--- src/rtl/pwm_div_sched.sv ---
// pwm_div_sched: clock-enable prescaler plus single-channel PWM sequencer.
// New configs are shadowed while running and applied only at a period boundary.
module pwm_div_sched #(
    parameter int DIV_W = 8,
    parameter int CNT_W = 8
) (
    input  logic             clk,
    input  logic             rst,
    input  logic             cfg_valid,
    output logic             cfg_ready,
    input  logic [DIV_W-1:0] cfg_div,
    input  logic [CNT_W-1:0] cfg_period,
    input  logic [CNT_W-1:0] cfg_duty,
    input  logic             start,
    input  logic             stop,
    output logic             busy,
    output logic             tick,
    output logic             pwm_out,
    output logic             period_end,
    output logic             cfg_err
);

    typedef enum logic [1:0] {
        IDLE,
        RUN,
        STOPPING
    } state_t;

    state_t state_q;
    state_t state_d;

    logic [DIV_W-1:0] pre_q;
    logic [CNT_W-1:0] cnt_q;

    logic [DIV_W-1:0] div_q;
    logic [CNT_W-1:0] per_q;
    logic [CNT_W-1:0] duty_q;

    logic [DIV_W-1:0] div_sh;
    logic [CNT_W-1:0] per_sh;
    logic [CNT_W-1:0] duty_sh;

    logic has_cfg_q;
    logic pending_q;
    logic err_q;

    logic [DIV_W-1:0] div_act;
    logic [DIV_W-1:0] div_last;
    logic [CNT_W-1:0] per_last;
    logic             is_idle;
    logic             xfer;
    logic             bad_cfg;
    logic             good_cfg;
    logic             start_err;

    // Datapath decode: prescaler compare, period compare and PWM level.
    always_comb begin
        is_idle    = (state_q == IDLE);
        busy       = ~is_idle;
        div_act    = (div_q == '0) ? DIV_W'(1) : div_q;
        div_last   = div_act - DIV_W'(1);
        per_last   = per_q - CNT_W'(1);
        tick       = busy & (pre_q == div_last);
        period_end = tick & (cnt_q == per_last);
        pwm_out    = busy & (cnt_q < duty_q);
        cfg_ready  = ~pending_q;
        cfg_err    = err_q;
        xfer       = cfg_valid & cfg_ready;
        bad_cfg    = xfer & (cfg_period == '0);
        good_cfg   = xfer & ~bad_cfg;
    end

    // Next-state logic; start only counts in IDLE, stop only in RUN.
    always_comb begin
        state_d   = state_q;
        start_err = 1'b0;
        unique case (state_q)
            IDLE: begin
                if (start) begin
                    if (has_cfg_q) begin
                        state_d = RUN;
                    end else begin
                        start_err = 1'b1;
                    end
                end
            end
            RUN: begin
                if (stop) begin
                    state_d = STOPPING;
                end
            end
            STOPPING: begin
                if (period_end) begin
                    state_d = IDLE;
                end
            end
            default: begin
                state_d = IDLE;
            end
        endcase
    end

    // State register.
    always_ff @(posedge clk or posedge rst) begin
        if (rst) begin
            state_q <= IDLE;
        end else begin
            state_q <= state_d;
        end
    end

    // Error pulse, registered so it appears the cycle after the cause.
    always_ff @(posedge clk or posedge rst) begin
        if (rst) begin
            err_q <= 1'b0;
        end else begin
            err_q <= start_err | bad_cfg;
        end
    end

    // Prescaler and period counters; both wrap together at period_end.
    always_ff @(posedge clk or posedge rst) begin
        if (rst) begin
            pre_q <= '0;
            cnt_q <= '0;
        end else if (is_idle) begin
            pre_q <= '0;
            cnt_q <= '0;
        end else if (tick) begin
            pre_q <= '0;
            if (period_end) begin
                cnt_q <= '0;
            end else begin
                cnt_q <= cnt_q + CNT_W'(1);
            end
        end else begin
            pre_q <= pre_q + DIV_W'(1);
        end
    end

    // Config capture: direct load when idle, shadow load while running.
    // A shadow left pending on the way into IDLE is flushed there so
    // cfg_ready cannot stay low with no boundary left to release it.
    always_ff @(posedge clk or posedge rst) begin
        if (rst) begin
            div_q     <= '0;
            per_q     <= '0;
            duty_q    <= '0;
            div_sh    <= '0;
            per_sh    <= '0;
            duty_sh   <= '0;
            has_cfg_q <= 1'b0;
            pending_q <= 1'b0;
        end else if (good_cfg && is_idle) begin
            div_q     <= cfg_div;
            per_q     <= cfg_period;
            duty_q    <= cfg_duty;
            has_cfg_q <= 1'b1;
        end else if (good_cfg) begin
            div_sh    <= cfg_div;
            per_sh    <= cfg_period;
            duty_sh   <= cfg_duty;
            pending_q <= 1'b1;
        end else if (pending_q && (period_end || is_idle)) begin
            div_q     <= div_sh;
            per_q     <= per_sh;
            duty_q    <= duty_sh;
            pending_q <= 1'b0;
        end
    end

endmodule
--- config.mk ---
export PLATFORM = sky130hd
export DESIGN_NAME = pwm_div_sched
export DESIGN_NICKNAME = d
export VERILOG_FILES = /design/src/rtl/pwm_div_sched.sv
export SDC_FILE = /design/constraint.sdc
export NUM_CORES = 1
export LEC_CHECK = 0
export ABC_AREA = 1
export CORE_MARGIN = 5
export CORE_UTILIZATION = 63
export DETAILED_ROUTE_END_ITERATION = 10
export GPL_TIMING_DRIVEN = 0
export MAX_ROUTING_LAYER = met4
export PLACE_DENSITY = 0.86
export SYNTH_ARGS = -nofsm -noshare
export SYNTH_HDL_FRONTEND = slang
export SYNTH_SLANG_ARGS = --single-unit
--- constraint.sdc ---
create_clock -name clk -period 3.75 [get_ports clk]
set_input_delay 0.75 -clock clk [delete_from_list [all_inputs] [get_ports clk]]
set_output_delay 0.75 -clock clk [all_outputs]
set_load 0.02 [all_outputs]
### After elaboration in Yosys (flattened, before gate mapping)

Index checks and enable logic that the tools add are counted.

* flip-flop bits (word level): 69
* input port bits: 29
* word-level logic and storage cells: 75

* add/sub/neg operators: 4
* magnitude comparators: 1
* eq/ne operators: 9
* multiplexer cells: 25
* bitwise operators: 11
* reductions and logical operators: 13

Operators by type and width (count)
* $mux 8: 15
* $add 8x1->8 const B: 2
* $eq 8x8->1: 2
* $logic_not 8->1: 2
* $sub 8x1->8 const B: 2
* $lt 8x8->1: 1
* $mux 2: 4
* $ne 2x2->1 const B: 4
* $and 1x1->1: 6
* $pmux 2 s3: 1
* $reduce_and 2->1: 3
* $reduce_bool 2->1: 3
* $mux 1: 5
* $not 1->1: 4
* $reduce_and 4->1: 1
* $eq 2x1->1 const B: 1
* $eq 2x2->1 const B: 1
* $logic_and 1x1->1: 2
* $logic_not 2->1: 1
* $ne 2x1->1 const B: 1
* $logic_or 1x1->1: 1
* $or 1x1->1: 1

### Longest topological paths before layout

* depth after elaboration: 11
* mapped depth: 19
* depth with buffers taken out: 18

### Worst setup path after synthesis

Ideal clock, no wire load.

* path kind: reg-to-output
* start point: register div_q[2]
* end point: output port period_end
* data arrival time: 2283 ps
* required time: 3000 ps
* path slack: 717 ps
* stages on the path, launching flop included: 13
* path through: dfrtp_1 nor2_2 nand2_1 o21ai_2 inv_2 ha_1 xor2_1 nand2_1 a21oi_1 nand2_1 nor2_2 nand3_4 nor3_1

* word-level cells in the longest chain between the ends: 6

RTL lines
* start: declaration: line 35 `logic [DIV_W-1:0] div_q;`
* start signal: assignment: line 155 `div_q <= cfg_div;`
* start signal: assignment: line 165 `div_q <= div_sh;`
* $logic_not 8->1: line 60 `div_act = (div_q == '0) ? DIV_W'(1) : div_q;`
* $mux 8 (*): line 60
* $sub 8x1->8 (*): line 61 `div_last = div_act - DIV_W'(1);`
* $eq 8x8->1 (*): line 63 `tick = busy & (pre_q == div_last);`
* $and 1x1->1 (*): line 63
* $and 1x1->1 (*): line 64 `period_end = tick & (cnt_q == per_last);`
* end: declaration: line 19 `output logic period_end,`

Mark *: on every way between the ends. The rest lies on a longest branch, timed or not.

### Worst setup path after layout

Ends and elaborated chain as after synthesis.

==> results.toml <==
[routing]
wl_met2_um = 4360
wl_met3_um = 608
drt_iter0_drc = 250
met1Wirelength_um = 4240
routed.top_layer = "met4"
drc = 0
viasPerCell = 5.51
final_antenna_net_count = 0
wl_per_cell_um = 13.4
dr_total_vias = 3856
finalWirelength_um = 9390
drtPass1Iterations = 5

[clocking]
htreeDepth = 3
cts_tree = "done"
clock-sinks = 69
clk_latency_ps = 360
cts.hold.buffers_added = 0
cts_root_buf = "clkbuf_8"
clkTransAtPathRegs_ps = 70
cts_max_path_buffers = 2
cts_buffers = 9

[grt]
grt_overflow = 0
grt.total_usage_pct = 24.4
grt_max_degree = 70
grt_first_pass_wirelength_um = 16200
grt_antenna_before_repair = 0
grt_pass1_vias = 3620

[timing]
tightest_slew_ps = 840
fmax_mhz = 285
drv_slew = 0
setup_tns_ps = 0
setup_violations = 0
hold_viol_final = 0
slew_headroom_pct = 44.0
min_period_ps = 3510
min_period_over_period_pct = 93.7
skew_ps = 10.8
rsz0062_at_grt = "false"
hold_ws_ps = 479

[logic_synthesis]
synthCells = 572
syn_area_per_cell_um2 = 7.19
ys_seq_elements = 69
ys_types = 33
ys_warn_count = 0
syn-num-nets = 612
synth-seq-area-share_pct = 42.0
netlist_area_um2 = 4110

[outcome]
outcome = "finished, final reports clean"

[floorplanning]
core_area_um2 = 6350
num_io_pins = 35
die_h_um = 90.8
dieArea_um2 = 8240
fp.dieW_um = 90.8
start_util_pct = 64.7
placementRows = 29

[setup_path]
crit_path_end_kind = "output pin"
cp-start-kind = "register"
required_ps = 3000
critical_path_class = "register to output pin"
worstPathArrival_ps = 2760
rrSetupSlack_ps = 880
crit_chain = "nor2_2 > nand2_1 > o21ai_2 > inv_2 > ha_1 > xor2_2 > nand2_1 > a21oi_1 > nand2_1 > nor2_2 > nand3_4 > nor3_1 > buf_2"
crit_path_frequent_cell = "nand2_1"
slowest_delay_ps = 440
critical_path.max_fanout = 5
cp_num_buf_inv = 2
crit_path_top_delay_cell = "dfrtp_1"
crit_family = "simple AND/OR/NAND/NOR gates"

[cells_and_area]
area_delta_synth_final_pct = 16.9
layout.nets = 658
drive_above_1_share_pct = 8.35
final_cell_mix = "nand2_1, inv_1, dfrtp_1"
num-fill-cells = 450
final_common_cell = "nand2_1"
n_antenna_cell = 0

[place]
gp_congestion = 0.889
dpl.hpwl_um = 6810
io_buffers = 34

[power]
leakagePower_nw = 2.57
p_per_area_nw_per_um2 = 798
vdd_drop_max_uv = 535

[worst_hold_path]
worstHoldPathType = "register to register"

[run]
drv_cap = 0
-- final cells by class --
type | instances | area (um^2) | area share, %
flip-flops and latches | 69 | 1730 | 36.0
clock inverters | 5 | 106 | 2.21
inverters | 83 | 314 | 6.53
repair buffers | 35 | 338 | 7.03
clock buffers | 11 | 141 | 2.94
well taps | 77 | 96.3 | 2.00
multi-input cells | 401 | 1980 | 41.2
plain buffers | 19 | 103 | 2.13
-- per-layer routing --
metal / track usage, % / up-vias
met5: - / -
met4: 8.80 / 0
met3: 4.92 / 23
met2: 37.3 / 131
met1: 32.4 / 1803
li1: - / 1899
-- cell families after synthesis --
kind of cell | count (synthesis) | synth area share (%)
compound gates | 67 | 8.77
xor+xnor | 16 | 3.41
simple gates | 307 | 32.4
flops | 69 | 42.0
buf+inv | 102 | 10.1
fa+ha+maj | 11 | 3.35
-- flip-flops by register name, indices dropped and copies added (netlist names) --
name       cells
div_sh         8
per_q          8
pending_q      1
pre_q          8
cnt_q          8
has_cfg_q      1
cfg_err        1
duty_sh        8
duty_q         8
per_sh         8
div_q          8
state_q        2
-- cell usage after synthesis, drive strengths merged --
| cell | n | area [um^2] |
|---|---|---|
| a21boi | 1 | 7.51 |
| a21oi | 7 | 35.0 |
| and2 | 1 | 6.26 |
| and3 | 1 | 6.26 |
| buf | 9 | 65.1 |
| clkbuf | 10 | 37.5 |
| dfrtp | 69 | 1730 |
| ha | 11 | 138 |
| inv | 83 | 312 |
| nand2 | 191 | 742 |
| nand3 | 60 | 318 |
| nand3b | 2 | 15.0 |
| nand4 | 9 | 56.3 |
| nor2 | 32 | 130 |
| nor3 | 9 | 45.0 |
| nor4 | 1 | 6.26 |
| o211ai | 1 | 7.51 |
| o21ai | 56 | 284 |
| o21bai | 2 | 26.3 |
| or2 | 1 | 6.26 |
| xnor2 | 4 | 35.0 |
| xor2 | 12 | 105 |
-- path summary, 6_finish.rpt --
kind	from	end	cells after the start
setup / recovery	div_q[2]	period_end	13
min in group asynchronous	rst	div_sh[5]	2
hold / removal	duty_q[5]	duty_q[5]	2
max in group asynchronous	rst	div_q[3]	2
hold reg to reg	duty_q[5]	duty_q[5]	2
setup reg to reg	div_q[2]	per_q[0]	16
-- worst min-delay path, stage by stage (launching register included) --
cell     delay [ps]
dfrtp_1         340
nand2_1          60
nand2_1          50
-- stage by stage --
step	worst slack (ps)	utilization, %	total power, W	area (um^2)	std cells
after detailed placement	171	71.6	0.00302	4550	683
final	237	75.7	0.00384	4810	700
after global routing	27.2	75.7	0.00417	4810	700
after CTS	4.67	75.5	0.00379	4790	699
after global placement	139	71.6	0.00294	4550	683
after floorplan	717	-	0.00256	4110	572
-- power by group --
| part | internal (W) | switching (W) | total [W] |
|---|---|---|---|
| registers | 0.00101 | 0.000203 | 0.00121 |
| clock network | 0.000463 | 0.000298 | 0.000760 |
| logic | 0.000673 | 0.00119 | 0.00186 |
-- repair_timing --
| action | in CTS | in global routing |
|---|---|---|
| buffers inserted | 0 | 1 |
| gates resized for setup | 2 | 9 |
| pin swaps | 0 | 1 |
| endpoints found under the setup margin | 2 | 2 |
| endpoints found under the hold margin | 0 | 0 |
No activity file was read; power rests on OpenSTA's default activity.
